<file path="src/rtl/mult_seq_ctrl.sv">
// Shift-and-add unsigned multiplier sequencer driving an external registered
// pipelined adder; operands and product move over valid/ready handshakes.
module mult_seq_ctrl #(
  parameter int unsigned WIDTH   = 8,
  parameter int unsigned ADD_LAT = 2
) (
  input  logic                 clk,
  input  logic                 rst,
  input  logic                 clr,
  input  logic                 in_valid,
  output logic                 in_ready,
  input  logic [WIDTH-1:0]     a,
  input  logic [WIDTH-1:0]     b,
  output logic                 out_valid,
  input  logic                 out_ready,
  output logic [2*WIDTH-1:0]   product,
  output logic                 ovf,
  output logic                 busy,
  output logic [31:0]          add_a,
  output logic [31:0]          add_b,
  output logic                 add_cin,
  input  logic [31:0]          add_sum,
  input  logic                 add_cout
);

  localparam int unsigned PW  = 2 * WIDTH;
  localparam int unsigned CW  = $clog2(WIDTH + 1);
  localparam int unsigned WCW = $clog2(ADD_LAT + 1);
  localparam logic [CW-1:0]  CNT_LAST = CW'(WIDTH);
  localparam logic [WCW-1:0] WLAST    = WCW'(ADD_LAT - 1);

  typedef enum logic [2:0] {
    IDLE  = 3'd0,
    EVAL  = 3'd1,
    WAIT  = 3'd2,
    SHIFT = 3'd3,
    DONE  = 3'd4
  } state_t;

  state_t          state_q, state_d;
  logic [PW-1:0]   acc_q, acc_d;
  logic [PW-1:0]   mcand_q, mcand_d;
  logic [WIDTH-1:0] mplier_q, mplier_d;
  logic [CW-1:0]   cnt_q, cnt_d;
  logic [WCW-1:0]  wcnt_q, wcnt_d;
  logic            ovf_q, ovf_d;
  logic [PW-1:0]   product_q, product_d;
  logic            out_valid_q, out_valid_d;
  logic [31:0]     unused_add_sum_hi;

  // Bits above the product width are always zero for a legal WIDTH.
  assign unused_add_sum_hi = add_sum >> PW;

  always_ff @(posedge clk or posedge rst) begin
    if (rst) begin
      state_q     <= IDLE;
      acc_q       <= '0;
      mcand_q     <= '0;
      mplier_q    <= '0;
      cnt_q       <= '0;
      wcnt_q      <= '0;
      ovf_q       <= 1'b0;
      product_q   <= '0;
      out_valid_q <= 1'b0;
    end else begin
      state_q     <= state_d;
      acc_q       <= acc_d;
      mcand_q     <= mcand_d;
      mplier_q    <= mplier_d;
      cnt_q       <= cnt_d;
      wcnt_q      <= wcnt_d;
      ovf_q       <= ovf_d;
      product_q   <= product_d;
      out_valid_q <= out_valid_d;
    end
  end

  always_comb begin
    state_d     = state_q;
    acc_d       = acc_q;
    mcand_d     = mcand_q;
    mplier_d    = mplier_q;
    cnt_d       = cnt_q;
    wcnt_d      = wcnt_q;
    ovf_d       = ovf_q;
    product_d   = product_q;
    out_valid_d = out_valid_q;
    if (clr) begin
      state_d     = IDLE;
      out_valid_d = 1'b0;
    end else begin
      case (state_q)
        IDLE: if (in_valid) begin
          mcand_d  = PW'(a);
          mplier_d = b;
          acc_d    = '0;
          cnt_d    = '0;
          ovf_d    = 1'b0;
          state_d  = EVAL;
        end
        EVAL: begin
          if (cnt_q == CNT_LAST) begin
            product_d   = acc_q;
            out_valid_d = 1'b1;
            state_d     = DONE;
          end else if (mplier_q[0]) begin
            wcnt_d  = '0;
            state_d = WAIT;
          end else begin
            state_d = SHIFT;
          end
        end
        // Adder inputs have been stable since EVAL entry, so the sum at the
        // last WAIT edge is the exact acc + mcand.
        WAIT: begin
          if (wcnt_q == WLAST) begin
            acc_d   = add_sum[PW-1:0];
            ovf_d   = ovf_q | add_cout;
            state_d = SHIFT;
          end else begin
            wcnt_d = wcnt_q + 1'b1;
          end
        end
        SHIFT: begin
          mcand_d  = mcand_q << 1;
          mplier_d = mplier_q >> 1;
          cnt_d    = cnt_q + 1'b1;
          state_d  = EVAL;
        end
        DONE: if (out_ready) begin
          out_valid_d = 1'b0;
          state_d     = IDLE;
        end
        default: state_d = IDLE;
      endcase
    end
  end

  assign in_ready  = (state_q == IDLE);
  assign busy      = (state_q != IDLE);
  assign out_valid = out_valid_q;
  assign product   = product_q;
  assign ovf       = ovf_q;
  assign add_a     = 32'(acc_q);
  assign add_b     = 32'(mcand_q);
  assign add_cin   = 1'b0;

endmodule
</file>
<file path="config.mk">
export PLATFORM = sky130hd
export DESIGN_NAME = mult_seq_ctrl
export DESIGN_NICKNAME = d
export VERILOG_FILES = /design/src/rtl/mult_seq_ctrl.sv
export SDC_FILE = /design/constraint.sdc
export NUM_CORES = 1
export LEC_CHECK = 0
export CORE_MARGIN = 5
export CORE_UTILIZATION = 46
export DETAILED_ROUTE_END_ITERATION = 8
export GPL_ROUTABILITY_DRIVEN = 0
export PLACE_DENSITY = 0.86
export SYNTH_ARGS = -nofsm -noshare
export SYNTH_HDL_FRONTEND = slang
export SYNTH_SLANG_ARGS = --single-unit
</file>
<file path="constraint.sdc">
create_clock -name clk -period 5.6 [get_ports clk]
set_clock_uncertainty 0.05 [all_clocks]
set_input_delay 1.68 -clock clk [delete_from_list [all_inputs] [get_ports clk]]
set_output_delay 1.68 -clock clk [all_outputs]
set_load 0.02 [all_outputs]
</file>
==> reports/results.tsv, run 1 <==
metric	value	unit
status	finished clean	
power.total	1369	uW
netlist_top_cells_count	nand2_1 (72), dfrtp_1 (67), buf_4 (35), o21ai_0 (26), o21ai_1 (18)	
rsz0062_at_grt	no	
arrival	1.93	ns
final_net_count	456	
io_pins	139	
max_stage_delay	0.59	ns
hold_start	mplier_q[7]	
drtAntennaViolNets	0	
startpoint_type	flip-flop	
synth_ff_type	dfrtp_1	
place_ws	1.771	ns
slew_violations	0	
fmax	273.2	MHz
post_cts_buffers	0	
area_growth	28.40	%
worst_hold_path_type	reg -> reg	
antenna_cells	0	
cp_top_family	buffers and inverters	
start_util	47.65	%
end_kind	primary output	
synth_seq_cells	67	
row_count	30	
die_h	94.36	um
period_needed	3.660	ns
path_clk_slew	0.06	ns
critPathMaxFanout	10	
routedWlPerCell	13.76	um
fin_util	61.18	%
numCtsBuffers	9	
max_slew_margin	23.68	%
irDropWorstVdd	0.1798	mV
numClockSinks	67	
clk_latency	0.32	ns
synthArstFlopShare	100.0	%
final.period_utilization	65.35	%
r2r_start	wcnt_q[1]	
cts-hold-fix-buffers	0	
cts_tree	yes	
synth.avg_cell_area	10.33	um2
grt_max_degree	55	
drtPass1Iterations	4	
synthCells	317	
seq_area_frac_synth	51.22	%
crit_chain	or3_1 -> inv_1 -> clkdlybuf4s50_1	
startpoint	state_q[0]	
synthDominantCellAreaShare	51.22	%
root_buffer	clkbuf_8	
ys_types	37	
synth_top_cell_by_area	dfrtp_1	
synth.area.top_cells	dfrtp_1 (51%), nand2_1 (8.3%), buf_4 (8.0%)	
coreArea	6869	um2
drv_cap	0	
htreeDepth	3	
syn_area	3273	um2
io_buffers	89	
antenna_found_initial	0	
track_usage	16.24	%
dr.first_iter.drc_count	77	
crit_type	reg -> out	
grt_pass1_wl	11430	um
post_cts_resized	0	
cp_slowest_cell	clkdlybuf4s50_1	
synth_edf_count	0	
die-area	8903	um2
cts_max_path_buffers	2	
setup_tns	0	ns
power_per_cell_area	325.7	nW/um2
vias_per_cell	4.644	
fp.dieW	94.36	um
worst_slack	1.940	ns
grt_overflow_total	0	
finalSetupViolCount	0	
p_leak	0.001947	uW
worst-path-buf-inv	2	
synth.most_common_cell	nand2_1	
hpwl	5058	um
required	3.87	ns
drive_gt1_share	9.406	%
post-route-drc-count	0	
grt_pass1_vias	2343	
wirelength	6882	um
yosysWarnings	0	
worst_pin_slew	1.140	ns
vias	2322	
hold_violations	0	
## worst reg2reg max path, delay by kind of cell (launching register included)
kind	cells	cell delay [ns]
and+or+nand+nor	2	1.13
muxes	1	0.08
DFF	1	0.36
adders and majority gates	1	0.18
AOI/OAI and AO/OA	1	0.09
buffers and inverters	1	0.08
## worst paths after layout
path	to	slack, ns	cells after the start
min in group asynchronous	mcand_q[6]	1.72	2
worst max-delay path	in_ready	1.94	3
max in group asynchronous	acc_q[7]	2.89	3
worst min register to register	mplier_q[7]	0.43	2
worst min-delay path	mplier_q[7]	0.43	2
worst max register to register	acc_q[10]	3.48	6
## cell type report
class | instances | area (um2)
clock buffer | 14 | 162.7
fill | 591 | 2666
inverter | 7 | 26.28
timing repair buffer | 91 | 905.9
tap | 96 | 120.1
multi-input combinational | 223 | 1301
clock inverter | 2 | 10.01
sequential | 67 | 1677
## sequential cells by signal, summed over array words and instances, names as in the netlist
name,flops
ovf,1
wcnt_q,2
acc_q,16
cnt_q,4
mcand_q,16
out_valid,1
mplier_q,8
state_q,3
product,16
## logic make-up (layout without fill, tap and decap cells)
| logic type | count (synthesis) | after routing | share of synthesized area (%) |
|---|---|---|---|
| simple gates | 100 | 100 | 14.11 |
| other cells | 1 | 33 | 0.1146 |
| flops | 67 | 67 | 51.22 |
| buf+inv | 59 | 114 | 12.69 |
| mux | 33 | 33 | 11.89 |
| compound gates | 54 | 54 | 8.831 |
| fa+ha+maj | 3 | 3 | 1.147 |
## cell usage in the layout (no fill, tap or decap), drive strengths merged, types with 4 or more instances in the layout
cell type,n
clkdlybuf4s50,89
o21ai,44
inv,7
nand2,72
nor2,7
mux2,17
a21oi,4
conb,33
mux2i,16
nor3,4
dfrtp,67
nor2b,5
clkbuf,14
## metal layers
layer	global-route usage, %	vias up	part of all wire, %
li1	-	1136	-
met1	21.41	1067	43
met2	26.18	109	46
met3	4.064	10	9.3
met4	5.535	0	1.1
met5	0	-	0
## through the flow
step | cells | hold slack, ns | area (um2)
CTS | 500 | 0.4353 | 4203
global route | 500 | 0.4754 | 4203
finish | 500 | 0.4323 | 4203
detailed placement | 484 | 0.4201 | 4030
global placement | 484 | 0.4110 | 4030
floorplan | 349 | 0.3992 | 3393
## power by group
group          internal [uW]  switching, uW
combinational            178            212
sequential               567           63.7
clock                    184            164
total                    929            440
Power figures use the tool's default switching activity.
==> inputs of run 2 (changes only) <==
--- a/config.mk
+++ b/config.mk
@@ -6,10 +6,10 @@
 export NUM_CORES = 1
 export LEC_CHECK = 0
 export CORE_MARGIN = 5
-export CORE_UTILIZATION = 46
+export CORE_UTILIZATION = 39
 export DETAILED_ROUTE_END_ITERATION = 8
 export GPL_ROUTABILITY_DRIVEN = 0
-export PLACE_DENSITY = 0.86
+export PLACE_DENSITY = 0.77
 export SYNTH_ARGS = -nofsm -noshare
 export SYNTH_HDL_FRONTEND = slang
 export SYNTH_SLANG_ARGS = --single-unit
==> constraint.sdc (replaced) <==
create_clock -name clk -period 3.1 [get_ports clk]
set_clock_uncertainty 0.05 [all_clocks]
set_input_delay 0.93 -clock clk [delete_from_list [all_inputs] [get_ports clk]]
set_output_delay 0.93 -clock clk [all_outputs]
set_load 0.02 [all_outputs]
==> run 2 against run 1 <==
- global-route usage down 2.9 points
- worst setup slack worse by 1.7 ns
- die area up 16%
- via count up 0.56%
- critical path depth unchanged
- utilization down 8.8 points
- final cell count up 2.6%
- combinational power up 82%
- sequential share of layout area down 0.97 points
- critical path type unchanged
- critical endpoint unchanged
- largest cell class unchanged
==> reports/results.tsv, run 2 (synthesis gave the netlist of run 1 again) <==
metric	value	unit	change
die_h	101.6	um	+7.7%
p_leak	0.001983	uW	+1.8%
worst_hold_path_type	reg -> reg		
max_slew_margin	43.43	%	+20 points
numCtsBuffers	9		unchanged
holdWs	0.4319	ns	-0.0003580 ns
final_net_count	460		+0.88%
root_buffer	clkbuf_8		
period_needed	2.900	ns	
wirelength	6555	um	-4.8%
max_stage_delay	0.59	ns	about the same
row_count	33		+10%
cts-hold-fix-buffers	0		unchanged
io_pins	139		unchanged
track_usage	13.30	%	-2.9 points
io_buffers	89		unchanged
irDropWorstVdd	0.3116	mV	+73%
crit_type	reg -> out		
htreeDepth	3		unchanged
grt_overflow_total	0		unchanged
grt_pass1_wl	10940	um	-4.2%
routedWlPerCell	12.78	um	-7.2%
vias_per_cell	4.552		-2.0%
grt_pass1_vias	2317		-1.1%
coreArea	8217	um2	+20%
drtPass1Iterations	4		unchanged
path_clk_slew	0.07	ns	about the same
hold_violations	0		unchanged
power_per_cell_area	612.9	nW/um2	+88%
die-area	10320	um2	+16%
grt_max_degree	68		+24%
drtAntennaViolNets	0		unchanged
final.period_utilization	93.56	%	
final_cell_mix	clkdlybuf4s50_1 (89), nand2_1 (72), dfrtp_1 (67), conb_1 (33), o21ai_0 (26)		
worst_pin_slew	0.8454	ns	-0.2945 ns
drv_cap	0		unchanged
layout_commonest_cell	clkdlybuf4s50_1		
drive_gt1_share	11.03	%	+1.6 points
arrival	1.92	ns	about the same
startpoint_type	flip-flop		
fmax	344.8	MHz	
post_cts_resized	0		unchanged
cp_slowest_cell	clkdlybuf4s50_1		
area_growth	31.61	%	
fp.dieW	101.6	um	+7.7%
post_cts_buffers	0		unchanged
vias	2335		+0.56%
critPathMaxFanout	10		unchanged
rsz0062_at_grt	no		
post-route-drc-count	0		unchanged
required	2.12	ns	-1.75 ns
crit_chain	or3_1 -> inv_1 -> clkdlybuf4s50_1		
hpwl	4793	um	-5.2%
setup_tns	0	ns	unchanged
dr.first_iter.drc_count	61		-21%
antenna_cells	0		unchanged
antenna_found_initial	0		unchanged
status	finished clean		
cts_tree	yes		
numClockSinks	67		unchanged
finalSetupViolCount	0		unchanged
end_kind	primary output		
slew_violations	0		unchanged
start_util	39.84	%	-7.8 points
cts_max_path_buffers	2		unchanged
clk_latency	0.34	ns	+0.02 ns
[run 2: cell types whose count changed in the layout (fill, tap and decap cells not counted), sizes merged]
cell / change
clkbuf: -5
inv: +2
buf: +4
bufinv: +2
clkinvlp: +3
clkinv: -2
[run 2: final timing paths]
path | from | endpoint | slack (ns) | cells after the start
worst min-delay path | mplier_q[2] | mplier_q[2] | 0.43 | 2
worst max register to register | cnt_q[0] | product[13] | 1.04 | 6
max in group asynchronous | rst | wcnt_q[1] | 1.79 | 3
min in group asynchronous | rst | acc_q[2] | 0.94 | 3
worst min register to register | mplier_q[2] | mplier_q[2] | 0.43 | 2
worst max-delay path | state_q[2] | in_ready | 0.20 | 3
[run 2: critical path: cells and delay by family (launching register included)]
family,cells,cell delay (ns)
and+or+nand+nor,1,0.44
buffers and inverters,2,0.66
DFF,1,0.49
[run 2: metal layers]
metal	global-route usage, %	vias up	wire length [um]
li1	-	1145	-
met3	4.614	5	608
met2	21.63	105	2889
met5	0	-	0
met1	17.29	1080	3015
met4	2.761	0	41
[run 2: where the power goes]
part | switching [uW] | internal, uW
combinational | 378 | 331
sequential | 113 | 1020
clock | 338 | 458
total | 829 | 1810
[run 2: cell type report]
cell class,count,area [um2]
fillers,749,3909
flip-flops and latches,67,1677
multi-input cells,223,1301
repair buffers,95,948.4
well taps,105,131.4
clock buffers,9,123.9
clock inverters,7,100.1
inverters,7,26.28
[run 2: stage by stage]
step	cells	utilization (%)	cell area [um2]	worst slack (ns)	total power (uW)
after floorplan	349	-	3393	0.4368	1599
after global placement	497	49.70	4084	0.4907	1849
after detailed placement	497	49.70	4084	0.4682	1871
after CTS	513	52.43	4308	0.1549	2683
after global routing	513	52.43	4308	0.1115	2807
final	513	52.43	4308	0.1996	2640
==> inputs of run 3 (changes only) <==
--- a/config.mk
+++ b/config.mk
@@ -5,6 +5,7 @@
 export SDC_FILE = /design/constraint.sdc
 export NUM_CORES = 1
 export LEC_CHECK = 0
+export CAP_MARGIN = 30
 export CORE_MARGIN = 5
 export CORE_UTILIZATION = 39
 export DETAILED_ROUTE_END_ITERATION = 8
==> results of run 3 <==
The final DEF is identical to that of run 2; final timing and power are the same.
